$ cat src/rtl/maze_pkg.sv
// Shared definitions for the maze memory arbiter: geometry, FSM states,
// port identifiers and the default clear value.
package maze_pkg;

    localparam int   ADDR_W     = 4;
    localparam int   MAZE_CELLS = 2 ** (2 * ADDR_W);
    localparam logic CLR_VAL    = 1'b0;

    typedef enum logic [1:0] {
        IDLE  = 2'd0,
        CLEAR = 2'd1,
        DONE  = 2'd2
    } maze_state_e;

    typedef enum logic {
        SOLVER = 1'b0,
        LOADER = 1'b1
    } port_id_e;

endpackage

$ cat src/rtl/maze_clear_engine.sv
// Sweep counter for the clear engine: walks every cell once, x fastest,
// and flags the final cell so the FSM knows when the sweep is complete.
module maze_clear_engine #(
    parameter int ADDR_W = 4
) (
    input  logic              clk,
    input  logic              rst,
    input  logic              en,
    output logic [ADDR_W-1:0] x,
    output logic [ADDR_W-1:0] y,
    output logic              last_cell
);

    localparam logic [2*ADDR_W-1:0] CNT_ONE = 1;

    logic [2*ADDR_W-1:0] cnt;

    // The counter wraps naturally to 0 after the last cell, ready for the next sweep.
    always_ff @(posedge clk or posedge rst) begin
        if (rst) begin
            cnt <= '0;
        end else if (en) begin
            cnt <= cnt + CNT_ONE;
        end
    end

    assign x         = cnt[ADDR_W-1:0];
    assign y         = cnt[2*ADDR_W-1:ADDR_W];
    assign last_cell = &cnt;

endmodule

$ cat src/rtl/maze_mem_arbiter.sv
// Round-robin arbiter for the single-port maze memory shared by the rat
// solver and the maze loader, plus a clear sweep that owns the memory while running.
module maze_mem_arbiter #(
    parameter int   ADDR_W  = maze_pkg::ADDR_W,
    parameter logic CLR_VAL = maze_pkg::CLR_VAL
) (
    input  logic              clk,
    input  logic              rst,

    input  logic              sol_rd,
    input  logic              sol_wr,
    input  logic [ADDR_W-1:0] sol_x,
    input  logic [ADDR_W-1:0] sol_y,
    input  logic              sol_din,
    output logic              sol_gnt,
    output logic              sol_dout,

    input  logic              ld_rd,
    input  logic              ld_wr,
    input  logic [ADDR_W-1:0] ld_x,
    input  logic [ADDR_W-1:0] ld_y,
    input  logic              ld_din,
    output logic              ld_gnt,
    output logic              ld_dout,

    input  logic              clr_start,
    output logic              clr_busy,
    output logic              clr_done,

    output logic [ADDR_W-1:0] mem_x,
    output logic [ADDR_W-1:0] mem_y,
    output logic              mem_rd,
    output logic              mem_wr,
    output logic              mem_din,
    input  logic              mem_dout
);

    import maze_pkg::*;

    localparam logic [1:0] ST_IDLE  = IDLE;
    localparam logic [1:0] ST_CLEAR = CLEAR;
    localparam logic [1:0] ST_DONE  = DONE;

    logic [1:0]        state;
    logic [1:0]        state_nxt;
    port_id_e          last;
    logic              sol_req;
    logic              ld_req;
    logic              arb_en;
    logic              clr_en;
    logic              clr_last;
    logic [ADDR_W-1:0] clr_x;
    logic [ADDR_W-1:0] clr_y;

    assign sol_req = sol_rd | sol_wr;
    assign ld_req  = ld_rd | ld_wr;
    assign arb_en  = (state != ST_CLEAR);
    assign clr_en  = (state == ST_CLEAR);

    // On a conflict the port that was not served most recently wins.
    assign sol_gnt = arb_en & sol_req & (~ld_req | (last == LOADER));
    assign ld_gnt  = arb_en & ld_req & (~sol_req | (last == SOLVER));

    assign clr_busy = (state == ST_CLEAR);
    assign clr_done = (state == ST_DONE);
    assign sol_dout = mem_dout;
    assign ld_dout  = mem_dout;

    maze_clear_engine #(
        .ADDR_W   (ADDR_W)
    ) u_clear (
        .clk      (clk),
        .rst      (rst),
        .en       (clr_en),
        .x        (clr_x),
        .y        (clr_y),
        .last_cell(clr_last)
    );

    // Memory bus mux: the sweep has absolute priority, otherwise the granted port.
    always_comb begin
        mem_x   = '0;
        mem_y   = '0;
        mem_rd  = 1'b0;
        mem_wr  = 1'b0;
        mem_din = 1'b0;
        if (clr_en) begin
            mem_x   = clr_x;
            mem_y   = clr_y;
            mem_wr  = 1'b1;
            mem_din = CLR_VAL;
        end else if (sol_gnt) begin
            mem_x   = sol_x;
            mem_y   = sol_y;
            mem_rd  = sol_rd;
            mem_wr  = sol_wr;
            mem_din = sol_din;
        end else if (ld_gnt) begin
            mem_x   = ld_x;
            mem_y   = ld_y;
            mem_rd  = ld_rd;
            mem_wr  = ld_wr;
            mem_din = ld_din;
        end
    end

    always_comb begin
        state_nxt = state;
        case (state)
            ST_IDLE:  if (clr_start) state_nxt = ST_CLEAR;
            ST_CLEAR: if (clr_last) state_nxt = ST_DONE;
            ST_DONE:  state_nxt = ST_IDLE;
            default:  state_nxt = ST_IDLE;
        endcase
    end

    always_ff @(posedge clk or posedge rst) begin
        if (rst) begin
            state <= ST_IDLE;
        end else begin
            state <= state_nxt;
        end
    end

    // Reset to LOADER so the solver wins the very first conflict.
    always_ff @(posedge clk or posedge rst) begin
        if (rst) begin
            last <= LOADER;
        end else if (sol_gnt) begin
            last <= SOLVER;
        end else if (ld_gnt) begin
            last <= LOADER;
        end
    end

endmodule

$ cat config.mk
export PLATFORM = sky130hd
export DESIGN_NAME = maze_mem_arbiter
export DESIGN_NICKNAME = d
export VERILOG_FILES = /design/src/rtl/maze_pkg.sv /design/src/rtl/maze_clear_engine.sv /design/src/rtl/maze_mem_arbiter.sv
export SDC_FILE = /design/constraint.sdc
export NUM_CORES = 1
export LEC_CHECK = 0
export ABC_AREA = 1
export ABC_CLOCK_PERIOD_IN_PS = 1400
export BUFFER_PORTS_ARGS = -buffer_cell sky130_fd_sc_hd__buf_2
export CORE_ASPECT_RATIO = 0.9
export CORE_MARGIN = 2
export CORE_UTILIZATION = 44
export DETAILED_ROUTE_END_ITERATION = 12
export PLACE_DENSITY_LB_ADDON = 0.2
export REMOVE_ABC_BUFFERS = 1
export SLEW_MARGIN = 0
export SYNTH_ARGS = -nofsm -noshare
export SYNTH_HDL_FRONTEND = slang
export SYNTH_HIERARCHICAL = 1
export SYNTH_SLANG_ARGS = --single-unit
$ cat constraint.sdc
create_clock -name clk -period 1.4 [get_ports clk]
set_input_delay 0.28 -clock clk [delete_from_list [all_inputs] [get_ports clk]]
set_output_delay 0.28 -clock clk [all_outputs]
set_load 0.03 [all_outputs]
Word-level counts from Yosys, hierarchy flattened
Cells that the tools add are included.

Word-level logic and storage cells: 44. Bits in registers: 11.

Bitwise gates (word level): 11. Add/subtract/negate cells: 1. Reductions and logical operators: 4. Equal/unequal tests: 5. Multiplexer cells: 20.

Operators with widths (count): 2-to-1 mux 4 bit (6); 2-to-1 mux 1 bit (11); adder 8 x 1 -> 8 bit (second input constant) (1); AND reduction 8 bit (1); bitwise AND 1 bit (4); 2-to-1 mux 2 bit (2); != test 2 x 1 -> 1 bit (second input constant) (2); OR 1 bit (4); one-hot mux 2 bit (2 select lines) (1); inverter 1 bit (3); equality test 2 x 1 -> 1 bit (second input constant) (1); equality test 2 bit (second input constant) (1); zero test 2 bit (1); != test 2 bit (second input constant) (1); AND reduction 2 bit (1); nonzero test 2 bit (1).

Depth between registers and ports, before layout
Depth after elaboration: 7. Depth in mapped cells: 9. Mapped depth without buffers: 8.

By module
The synthesis kept the hierarchy.

By module, submodules not included: maze_mem_arbiter (sequential area each 76.3 um^2, area each 432.9 um^2, instances 1, cells each 69); maze_clear_engine (sequential area each 200.2 um^2, area each 392.9 um^2, instances 1, cells each 41).

Worst setup path after synthesis
OpenSTA, ideal clock, no wires.

Kind: flip-flop to output port. Start: reg state[0]. End: out mem_wr. Stages on the path, launching flop included: 6. Data arrival time: 1380 ps. Slack: -260 ps. Data required time: 1120 ps. Buffers on the path: 0. Cell sequence: dfrtp_1 inv_2 nor2_4 nor2_2 nand2_1 o21ai_0.

Word-level cells in the longest chain between the ends: 6. Elaborated cells on any way between the ends: 9. Those cells by class: 2 x eq/ne; 3 x mux; 4 x bitwise.

RTL lines: start, declared (RTL line maze_mem_arbiter.sv:44) `logic [1:0] state;`; start signal, assigned (RTL line maze_mem_arbiter.sv:121) `state <= state_nxt;`; != test 2 x 1 -> 1 bit (RTL line maze_mem_arbiter.sv:57) `assign arb_en = (state != ST_CLEAR);`; bitwise AND 1 bit (2 in a row) (RTL line maze_mem_arbiter.sv:62) `assign ld_gnt = arb_en & ld_req & (~sol_req | (last == SOLVER));`; 2-to-1 mux 1 bit (RTL line maze_mem_arbiter.sv:98) `end else if (ld_gnt) begin`; 2-to-1 mux 1 bit (RTL line maze_mem_arbiter.sv:92) `end else if (sol_gnt) begin`; 2-to-1 mux 1 bit (*) (RTL line maze_mem_arbiter.sv:87) `if (clr_en) begin`; end, declared (RTL line maze_mem_arbiter.sv:33) `output logic mem_wr,`.

Mark *: on every way between the ends. The rest lies on a longest branch, timed or not.

Worst setup path after layout
Start: reg state[1]. End: out mem_wr.

The elaborated chain is that of the path after synthesis.

==> impl_metrics.tcl <==
set metrics [dict create \
    crit_slowest_cell "dfrtp_1" \
    io_buffers 39 \
    yosys.cell_types.count 24 \
    syn_to_final_growth_pct 69.2 \
    routabilityCongestion 0.806 \
    remaining_drc_errors 0 \
    leakagePower_uw 0.000710 \
    wirelength_um 2800 \
    setup-violations-final 22 \
    initial_core_util_pct 48.1 \
    r2r_start "state[1]" \
    seq_area_frac_synth_pct 33.5 \
    crit_path_start_kind "flop" \
    cts_tree "yes" \
    ys_ff_latch 11 \
    worstPathRequired_ns 1.12 \
    cts_root_buf "clkbuf_4" \
    violations "negative setup slack" \
    avgViaCountPerCell 5.28 \
    cp_max_fo 6 \
    path_clk_slew_ns 0.07 \
    insertion_delay_ns 0.28 \
    min-delay-start "clr_start" \
    antenna_found_initial 0 \
    multiInputGateArea_um2 589 \
    post-place-ws_ns -0.0351 \
    post-route-min-period_ns 1.76 \
    worstPathCellList "nor2_4, buf_6, a21oi_1, o21ai_0, buf_4" \
    hold_violations 0 \
    grtUsageTotal_pct 24.1 \
    grt_first_pass_wirelength_um 4000 \
    dp_hpwl_um 1630 \
    final-seq-area_um2 277 \
    grt_max_degree 11 \
    slowest_delay_ns 0.41 \
    routedWlPerCell_um 14.9 \
    die_h_um 45.1 \
    synth_area_um2 826 \
    peakVddDrop_v 0.000946 \
    drive_above_1_share_pct 56.7 \
    max_cap_viol_count 0 \
    cp-end-kind "output pin" \
    fp.coreArea_um2 1720 \
    pin_count 43 \
    synth_area_per_cell_um2 7.51 \
    final.setup_skew_ns 0.00253 \
    vias 992 \
    htree_levels 1 \
    grt_pass1_vias 882 \
    min_path_type "primary input to flop" \
    fillCellCount 114 \
    slew_viol_final 0 \
    critical_path_class "flop to output pin" \
    clock_sinks 11 \
    die_width_um 49.7 \
    rows 14 \
    die-area_um2 2240 \
    fin_nets 192 \
    powerDensity_nw_per_um2 1300 \
    fmax_ghz 0.567 \
    detail-route-antenna-nets 0 \
    cp.arrival_ns 1.48 \
    diodes 0 \
    tns_ns -5.00 \
    relSlewSlack_pct 76.9 \
    drt_first_pass_iters 4 \
    grt_setup_unrepaired "yes" \
    drtIter0Drc 23 \
    fin_hold_ws_ns 0.230 \
    finalCritPeriodShare_pct 126 \
    tightestPinTransition_ns 0.346 \
    grt-ovfl-total 0 \
    status "complete, but fails checks" \
    worst_slack_ns -0.364 \
    cp-startpoint "state[1]" \
    synth_warnings 6 \
    cts_buffers 3 \
    cts.path.max_buffers 2 \
    synthCells 110 \
]
==> cell usage in the layout (no fill, tap or decap), types with 4 or more instances in the layout <==
cell | synthesis | final
buf_2 | 0 | 24
buf_6 | 2 | 20
nand3_2 | 1 | 18
nand2_1 | 18 | 17
inv_1 | 14 | 13
nand3_1 | 28 | 10
dfrtp_1 | 10 | 10
buf_4 | 3 | 8
nor2_1 | 6 | 6
nor2_4 | 3 | 4
==> cell type report <==
| class | instances | share of cell area (%) |
|---|---|---|
| Timing Repair Buffer | 53 | 29.7 |
| Multi-Input combinational cell | 80 | 42.2 |
| Sequential cell | 11 | 19.8 |
| Tap cell | 24 | 2.15 |
| Clock buffer | 4 | 1.88 |
| Inverter | 16 | 4.30 |
==> sequential cells by signal (all words and copies together), names as in the netlist <==
register and flops:
state 2, u_clear/cnt 8, last 1
==> layer usage <==
layer / global-route usage, % / wire length (um)
met4: 13.9 / 85
met3: 3.64 / 140
met5: 0 / 0
met2: 44.0 / 1470
met1: 27.3 / 1100
==> power by group <==
part           internal (uW)  switching (uW)  leakage, uW
logic                    453             570     0.000564
clock network            111             117    0.0000150
registers                425             141     0.000131
total                    989             828     0.000710
==> what timing repair did <==
item                                    CTS  global route
resized for setup                        29            34
hold buffers                              1             0
gates cloned                              1             1
endpoints found under the setup margin   15            20
endpoints found under the hold margin    10             0
pin swaps                                 1             7
setup buffers                             1             4
==> per-stage QoR <==
stage	total power, uW	utilization (%)	std cells	instance area [um2]
global placement	1280	62.1	176	1070
floorplan	1070	-	105	781
detailed placement	1310	62.1	176	1070
global route	1920	81.4	188	1400
finish	1820	81.4	188	1400
CTS	1660	70.6	183	1210
==> cells by family after synthesis <==
| group | Yosys count | share of synthesized area, % |
|---|---|---|
| XOR/XNOR | 5 | 5.30 |
| multiplexers | 1 | 1.36 |
| buffers and inverters | 21 | 12.7 |
| AO/OA/AOI/OAI | 9 | 7.88 |
| adder cells (fa/ha/maj) | 1 | 1.51 |
| flip-flops | 11 | 33.5 |
| AND/OR/NAND/NOR | 62 | 37.7 |
==> worst max-delay path: cells and delay by family (launching register included) <==
family	cells	cell delay, ns
buf+inv	2	0.38
simple gates	1	0.26
flops	1	0.41
compound gates	2	0.15
==> final timing paths <==
check	to	slack, ns	cells after the start
max reg2reg	u_clear/cnt[5]	-0.16	8
max	mem_wr	-0.36	5
min	state[0]	0.23	2
max in group asynchronous	u_clear/cnt[7]	0.64	3
min reg2reg	u_clear/cnt[4]	0.52	1
min in group asynchronous	state[0]	0.43	3
==> cell usage after synthesis <==
library cell   n  area share, %
a21oi_1        1           0.61
buf_4          3            2.7
buf_6          2            2.7
dfrtp_1       10             30
dfstp_2        1            3.2
ha_1           1            1.5
inv_1         14            6.4
inv_2          2           0.91
mux2_2         1            1.4
nand2_1       18            8.2
nand2_2        3            2.3
nand3_1       28             17
nand3_2        1            1.2
nand4_1        2            1.5
nor2_1         6            2.7
nor2_2         1           0.76
nor2_4         3            4.1
o211a_1        1            1.2
o21ai_0        3            1.8
o21ai_1        2            1.2
o21ai_2        1            1.1
o21ai_4        1            2.0
xnor2_1        2            2.1
xor2_1         3            3.2
(Power assumes the default switching activity.)
